### config.mk
export PLATFORM = sky130hd
export DESIGN_NAME = branch_predictor
export DESIGN_NICKNAME = d
export VERILOG_FILES = /design/src/rtl/rv32i_pkg.sv /design/src/rtl/sat_cnt2.sv /design/src/rtl/branch_predictor.sv
export SDC_FILE = /design/constraint.sdc
export NUM_CORES = 1
export LEC_CHECK = 0
export ABC_AREA = 1
export CORE_MARGIN = 5
export CORE_UTILIZATION = 54
export DETAILED_ROUTE_END_ITERATION = 12
export MAX_ROUTING_LAYER = met4
export PLACE_DENSITY_LB_ADDON = 0.3
export SYNTH_ARGS = -nofsm -noshare
export SYNTH_HDL_FRONTEND = slang
export SYNTH_SLANG_ARGS = --single-unit
### constraint.sdc
create_clock -name clk -period 5.3 [get_ports clk]
set_clock_uncertainty 0.2 [all_clocks]
set_input_delay 0.53 -clock clk [delete_from_list [all_inputs] [get_ports clk]]
set_output_delay 0.53 -clock clk [all_outputs]
set_load 0.1 [all_outputs]
### src/rtl/rv32i_pkg.sv
// Shared encodings for the branch history table and pipeline control classes.
package rv32i_pkg;

  localparam int unsigned CNT_W = 32;
  localparam int unsigned BR_W  = 2;

  // 2-bit saturating counter states of a BHT entry
  typedef enum logic [1:0] {
    SNT = 2'b00,
    WNT = 2'b01,
    WT  = 2'b10,
    ST  = 2'b11
  } bht_state_e;

  // Control class of an instruction; any code with bit 1 set is a jump
  localparam logic [BR_W-1:0] BR_NONE = 2'b00;
  localparam logic [BR_W-1:0] BR_COND = 2'b01;
  localparam logic [BR_W-1:0] BR_JUMP = 2'b10;

  // Every entry starts weakly not-taken
  localparam bht_state_e BHT_RESET = WNT;

endpackage

### src/rtl/sat_cnt2.sv
// Next value of a 2-bit saturating counter, nudged towards the resolved outcome.
module sat_cnt2
  import rv32i_pkg::*;
(
  input  bht_state_e cnt_i,
  input  logic       taken_i,
  output bht_state_e cnt_o
);

  // Step one state towards taken/not-taken, holding at ST/SNT
  always_comb begin
    cnt_o = cnt_i;
    case (cnt_i)
      SNT:     cnt_o = taken_i ? WNT : SNT;
      WNT:     cnt_o = taken_i ? WT  : SNT;
      WT:      cnt_o = taken_i ? ST  : WNT;
      ST:      cnt_o = taken_i ? ST  : WT;
      default: cnt_o = cnt_i;
    endcase
  end

endmodule

### src/rtl/branch_predictor.sv
// Bimodal branch predictor: PC-indexed table of 2-bit counters, read in ID,
// trained in EXE, plus resolved-branch and misprediction counters.
module branch_predictor
  import rv32i_pkg::*;
#(
  parameter int unsigned IDX_W = 4
) (
  input  logic             clk,
  input  logic             rst,
  input  logic [BR_W-1:0]  branch,
  input  logic [31:0]      ID_pc,
  input  logic [BR_W-1:0]  ID_EXE_branch,
  input  logic [31:0]      ID_EXE_pc,
  input  logic             ID_EXE_prediction,
  input  logic             branch_taken,
  output logic             prediction,
  output logic             misprediction,
  output logic [CNT_W-1:0] br_count,
  output logic [CNT_W-1:0] mp_count
);

  localparam int unsigned N_ENT = 1 << IDX_W;

  logic [IDX_W-1:0] id_idx;
  logic [IDX_W-1:0] exe_idx;
  logic             upd;
  bht_state_e       bht_q [N_ENT];
  bht_state_e       rd_ent;
  bht_state_e       exe_ent;
  bht_state_e       exe_ent_d;
  logic [CNT_W-1:0] br_count_q, br_count_d;
  logic [CNT_W-1:0] mp_count_q, mp_count_d;

  // PC bits outside the word index do not take part in prediction
  logic unused_pc_bits;
  assign unused_pc_bits = ^{ID_pc[31:IDX_W+2], ID_pc[1:0],
                            ID_EXE_pc[31:IDX_W+2], ID_EXE_pc[1:0]};

  assign id_idx  = ID_pc[IDX_W+1:2];
  assign exe_idx = ID_EXE_pc[IDX_W+1:2];
  assign upd     = (ID_EXE_branch == BR_COND);
  assign rd_ent  = bht_q[id_idx];
  assign exe_ent = bht_q[exe_idx];

  sat_cnt2 u_sat_cnt2 (
    .cnt_i   (exe_ent),
    .taken_i (branch_taken),
    .cnt_o   (exe_ent_d)
  );

  // Prediction reads the registered table, so an update in the same cycle is not seen
  always_comb begin
    prediction    = 1'b0;
    misprediction = 1'b0;
    if (branch == BR_COND) prediction = rd_ent[1];
    if (upd) misprediction = (branch_taken != ID_EXE_prediction);
  end

  // Statistics counters wrap naturally
  always_comb begin
    br_count_d = br_count_q;
    mp_count_d = mp_count_q;
    if (upd)           br_count_d = br_count_q + CNT_W'(1);
    if (misprediction) mp_count_d = mp_count_q + CNT_W'(1);
  end

  // Table is a flop array so reset clears every entry; reset wins over training
  always_ff @(posedge clk) begin
    if (rst) begin
      for (int i = 0; i < int'(N_ENT); i++) bht_q[i] <= BHT_RESET;
    end else if (upd) begin
      bht_q[exe_idx] <= exe_ent_d;
    end
  end

  // Statistics counter registers
  always_ff @(posedge clk) begin
    if (rst) begin
      br_count_q <= '0;
      mp_count_q <= '0;
    end else begin
      br_count_q <= br_count_d;
      mp_count_q <= mp_count_d;
    end
  end

  assign br_count = br_count_q;
  assign mp_count = mp_count_q;

endmodule

* After elaboration in Yosys (flattened, before gate mapping)
Memories as Yosys holds them, arrays and structs flattened.
Index checks and enable logic that the tools add are counted.
** Operators by class
- Add/subtract/negate cells :: 2
- Eq/ne operators :: 6
- Multiplexer cells :: 15
- Reductions and logical operators :: 2
** Operators by type and width (count)
- $add A32 B1 Y32 const B :: 2
- $mux W1 :: 10
- $pmux W2 S4 :: 1
- $eq A2 B1 Y1 const B :: 3
- $mux W2 :: 3
- $eq A2 B2 Y1 const B :: 2
- $mux W4 :: 1
- $logic_not A2 Y1 :: 1
- $reduce_or A2 Y1 :: 1
- $ne A1 B1 Y1 :: 1
** Storage, ports and cells
- Register bits after elaboration :: 64
- Bits in writable memories :: 32
- Bits of input ports :: 72
- Memories kept :: 1
** Memories
- bht_q :: words 16, width 2, read ports 2, clocked after memory_dff 0, wr ports 16, line branch_predictor.sv:27 : bht_state_e bht_q [N_ENT];

* Depth between registers and ports, before layout
- Depth in word-level cells :: 6
- Mapped depth :: 13
- Gate-level depth less buffers :: 12

* Cells and area by module
A second synthesis with hierarchy kept.
** Second synthesis, totals
- Cells, all modules :: 761
- Area total of the unflattened synthesis :: 5381.4 µm²
** Modules (own cells, without submodules)
- branch_predictor :: instances 1, cells each 756, area an instance 5360.1 µm², sequential area each 2242.2 µm²
- sat_cnt2 :: instances 1, cells each 5, area an instance 21.3 µm², sequential area each 0.0 µm²

* Worst setup path after synthesis
No wires, ideal clock.
- Path type :: input to output
- Start :: in ID_pc[2]
- End :: out prediction
- Arrival :: 2482 ps
- Required time :: 4570 ps
- Path slack :: 2088 ps
- Cell stages on the path :: 8
- Path through :: inv_1 -> clkbuf_1 -> nor2_1 -> o211ai_1 -> nand3b_1 -> nand2_1 -> nand2_1 -> nor2_1
** On the way
- Word-level cells in the longest chain between the ends :: 2
** RTL lines
- start: declaration :: line branch_predictor.sv:11 : input logic [31:0] ID_pc,
- $mem_v2 Z16 W2
- $mux W1 :: line branch_predictor.sv:55 : if (branch == BR_COND) prediction = rd_ent[1];
- end: declaration :: line branch_predictor.sv:16 : output logic prediction,
Every way passes these cells.

* Worst setup path after layout
Ends and elaborated chain as after synthesis.

==> flow_metrics.env <==
export IMPL_status="complete, no violations"
export IMPL_via_count=5461
export IMPL_start_kind="primary input"
export IMPL_io_buffers=81
export IMPL_worstHoldPathType="register to register"
export IMPL_tns_ps=0
export IMPL_drive_gt1_share_pct=7.70
export IMPL_seq_area_frac_synth_pct=40.0
export IMPL_drtPass1Iterations=11
export IMPL_worst_ep_required_time_ps=4570
export IMPL_dieArea_um2=12500
export IMPL_cp_max_fo=11
export IMPL_start_util_pct=54.8
export IMPL_h_tree_depth=3
export IMPL_cap_violations=0
export IMPL_core_um2=10200
export IMPL_grtUsageMet3_pct=4.35
export IMPL_ys_types=39
export IMPL_worst_slew_pin_slew_ps=1010
export IMPL_syn_nets=890
export IMPL_grt_util_met2_pct=37.6
export IMPL_peakVddDrop_mv=0.113
export IMPL_grt_pass1_wl_um=23600
export IMPL_clkTransAtPathRegs_ps=80
export IMPL_syn_to_final_growth_pct=18.8
export IMPL_std_cell_rows=37
export IMPL_arrival_ps=3080
export IMPL_cts_setup_buffers=0
export IMPL_grt_start_max_net_pins=33
export IMPL_rsz0062_at_grt="no"
export IMPL_drt_iter0_markers=379
export IMPL_antenna_found_initial=0
export IMPL_grt_util_met1_pct=28.5
export IMPL_seqCellArea_um2=2240
export IMPL_insertion_delay_ps=370
export IMPL_dpl_instance_area_um2=6470
export IMPL_layout_common_cells="246 x nand2_1, 115 x nor2_1, 100 x inv_1"
export IMPL_fin_crit_ps=3810
export IMPL_wl_per_cell_um=13.3
export IMPL_period_share_pct=71.9
export IMPL_synthCells=816
export IMPL_avgSynthCellArea_um2=6.88
export IMPL_clock_sinks=96
export IMPL_ios=138
export IMPL_finalWirelength_um=13700
export IMPL_grt_pass1_vias=5243
export IMPL_fin_nets=965
export IMPL_p_leak_nw=2.29
export IMPL_power_density_nw_per_um2=209
export IMPL_cts_tree="yes"
export IMPL_gp_congestion=0.981
export IMPL_ys_warn_count=0
export IMPL_end_kind="output port"
export IMPL_syn_cell_area_um2=5610
export IMPL_grt_usage_pct=23.2
export IMPL_cts_hold_buf=0
export IMPL_antenna_left=0
export IMPL_instances_no_fill=1032
export IMPL_grt_busiest_layer="met2"
export IMPL_cts_repair_resized=0
export IMPL_finalMaxSlewViolations=0
export IMPL_path_class="primary input to output port"
export IMPL_setup_violations_final=0
export IMPL_hold_viol=0
export IMPL_die_x_um=112
export IMPL_final_cell_area_um2=6660
export IMPL_multiInputGateArea_um2=2840
export IMPL_antennaDiodeCount=0
export IMPL_hpwlAfterDp_um=10300
export IMPL_utilization_pct=65.1
export IMPL_filler_cell_count=880
export IMPL_relSlewSlack_pct=32.5
export IMPL_cts_buffer_depth=2
export IMPL_drc_errors=0
export IMPL_via_per_inst=5.29
export IMPL_overflow=0
export IMPL_max_clock_freq_ghz=0.262
export IMPL_die_h_um=112
export IMPL_layout_cells_most_common="nand2_1"
export IMPL_power_mw=1.39
export IMPL_ys_ff_latch=96
export IMPL_cts_buffers=9
export IMPL_dp_cells=1016
export IMPL_cts_root_buf="clkbuf_8"
layout make-up:
type / count / share of cell area (%)
Inverter: 105 / 5.93
Tap cell: 136 / 2.55
Clock buffer: 10 / 1.92
Multi-Input combinational cell: 596 / 42.6
Clock inverter: 6 / 0.901
Sequential cell: 96 / 33.7
Timing Repair Buffer: 83 / 12.4
synthesized netlist by cell type (all sizes together):
library cell  instances  area (µm²)
nand2               258        1010
nor2                137         663
inv                 103         387
dfxtp                64        1280
nand3                46         290
a21oi                45         225
nor3                 40         200
o21ai                37         185
edfxtp               32         961
buf                  11         101
clkbuf                8        30.0
nand3b                7        52.6
nand4                 7        43.8
o21bai                4        45.0
o211ai                3        22.5
clkinv                2        8.75
ha                    2        25.0
nor3b                 2        15.0
o21a                  2        15.0
xor2                  2        17.5
a31oi                 1        6.26
and2                  1        6.26
nor4                  1        6.26
xnor2                 1        8.76
power by group:
group | leakage [nW] | switching (mW) | internal, mW
logic | 1.39 | 0.108 | 0.0403
registers | 0.803 | 0.00660 | 0.766
clock network | 0.0920 | 0.257 | 0.216
path summary, 6_finish.rpt:
path,from,slack [ps],cells after the start,endpoint
min,mp_count[31],300,2,mp_count[31]
max,ID_pc[2],1490,10,prediction
min reg2reg,mp_count[31],300,2,mp_count[31]
max reg2reg,mp_count[0],3140,10,mp_count[16]
state kept, by name (all words and copies together), names as in the netlist:
signal / cells
bht_q: 32
mp_count: 32
br_count: 32
layer usage:
layer,part of all wire [%],up-vias,routed length (µm)
met4,2.0,0,274
met1,44,2505,6080
met5,0,-,0
li1,-,2743,-
met3,6.4,21,873
met2,47,192,6490
worst max-delay path, stage by stage:
cell and delay, ps:
clkdlybuf4s50_1 580, inv_1 190, a21oi_1 190, o21ai_0 100, nand3_1 90, nand3b_1 80
nand2_1 70, nand2_1 40, nor2_1 70, clkdlybuf4s50_1 1130
through the flow:
step	worst slack (ps)	hold WS, ps
after global routing	1350	324
after CTS	1510	305
final	1490	303
after global placement	1560	276
after floorplan	2090	548
after detailed placement	1510	282
kinds of logic after synthesis:
group	share of synthesized area, %
DFF	40.0
xor gates and xnor gates	0.468
and+or+nand+nor	40.8
adders and majority gates	0.446
AOI/OAI and AO/OA	8.90
buffers and inverters	9.39
Power figures use the tool's default switching activity.
==> patch: new RTL, config.mk and constraints unchanged <==
Set the package constant `BR_W` to 4 (it was 2).
--- a/src/rtl/rv32i_pkg.sv
+++ b/src/rtl/rv32i_pkg.sv
@@ -2,7 +2,7 @@
 package rv32i_pkg;
 
   localparam int unsigned CNT_W = 32;
-  localparam int unsigned BR_W  = 2;
+  localparam int unsigned BR_W  = 4;
 
   // 2-bit saturating counter states of a BHT entry
   typedef enum logic [1:0] {
Ports: changed (resized ID_EXE_branch and branch); port bits go from 138 to 142. The function was not compared with the original's and may differ.
==> patch against the original RTL <==
Area after synthesis fell by 0.76%; global-route usage barely moved; sequential share of layout area fell by 0.076 points; wire length fell by 1.2%; cell count rose by 2.1%; fmax rose by 1.7%; die area fell by 0.70%; sequential cell count did not move; power fell by 1.5%; worst setup slack improved by 62 ps; highest routed layer unchanged; cell area rose by 0.23%; count of clock-buffer cells in the layout did not move.
==> patch: results (changes against the original RTL) <==
reg2reg setup slack=3220 ps (+80 ps); most frequent cells after synthesis=nand2_1, nor2_1, inv_1; first-pass iteration count of the detailed router=5 (-6); Final nets=991 (+2.7%); vias in the first global route=5148 (-1.8%); XOR/XNOR share of the synthesized area=1.730% (+1.3 points); Buffers on Ports=85 (+4.9%); routed wl met3=622 um (-29%); layout cell share with drive strength beyond 1=5.556% (-2.1 points); Leak=2.353 nW (+2.9%); Yosys cell types=36 (-7.7%); post-synthesis sequential area ratio=40.27% (+0.31 points); GPL Wtd Cong=0.9366 (-4.6%); crit path DAT=3020 ps (-60 ps); first-pass GRT wire length=23640 um (about the same); syn nets=913 (+2.6%); Area contributors post-synth=dfxtp_1, nand2_1, edfxtp_1, nor2_1, inv_1; global routing usage on met2=38.16% (+0.51 points); VDD IR max=0.1127 mV (-0.20%); fillers=952 (+8.2%); run status=complete, no violations; vias=5367 (-1.7%); WL per Instance=12.85 um (-3.3%); Compound-Gate Fraction of Synth Area=8.427% (-0.47 points); drt initial violations=349 (-7.9%); slew margin rel.=31.82% (-0.71 points); Post-Synth Adder-Cell Area=0.4494% (+0.0034 points); met1 usage=29.47% (+0.95 points)
==> patch: cell count changes after synthesis, sizes merged, moves of 4 or more <==
cell / delta
a21oi: -6
inv: -9
nand2: +16
nand4: +6
nor2: +8
nor3: -7
o21ai: -4
xor2: +6
==> patch: final timing paths <==
path                                  start                        end  cells after the start
hold / removal    br_count[31]$_SDFFE_PP0N_  br_count[31]$_SDFFE_PP0N_                      1
setup reg to reg   br_count[0]$_SDFFE_PP0N_  br_count[26]$_SDFFE_PP0N_                      8
setup / recovery                   ID_pc[2]                 prediction                      8
hold reg to reg   br_count[31]$_SDFFE_PP0N_  br_count[31]$_SDFFE_PP0N_                      1
==> patch: cell type report <==
class / count / area share, %
Clock buffer: 10 / 1.911
Clock inverter: 6 / 1.012
Inverter: 94 / 5.284
Multi-Input combinational cell: 624 / 42.63
Sequential cell: 96 / 33.58
Tap cell: 136 / 2.548
Timing Repair Buffer: 88 / 13.04
==> patch: where the power goes <==
| group | switching, mW | total, mW | leakage [nW] | internal, mW |
|---|---|---|---|---|
| registers | 0.00400 | 0.769 | 0.803 | 0.765 |
| logic | 0.0807 | 0.116 | 1.46 | 0.0356 |
| clock network | 0.268 | 0.488 | 0.0929 | 0.220 |
| total | 0.353 | 1.37 | 2.35 | 1.02 |
==> patch: through the flow <==
step	utilization, %	hold slack [ps]	instances	cell area, um^2	total power [mW]
2_1_floorplan	-	578.2	835	5568	0.8681
5_1_grt	65.57	297.0	1054	6678	1.431
4_1_cts	65.57	265.2	1054	6678	1.376
3_3_place_gp	63.65	242.0	1038	6482	0.8994
3_5_place_dp	63.65	247.1	1038	6482	0.9011
6_report	65.57	265.3	1054	6678	1.373
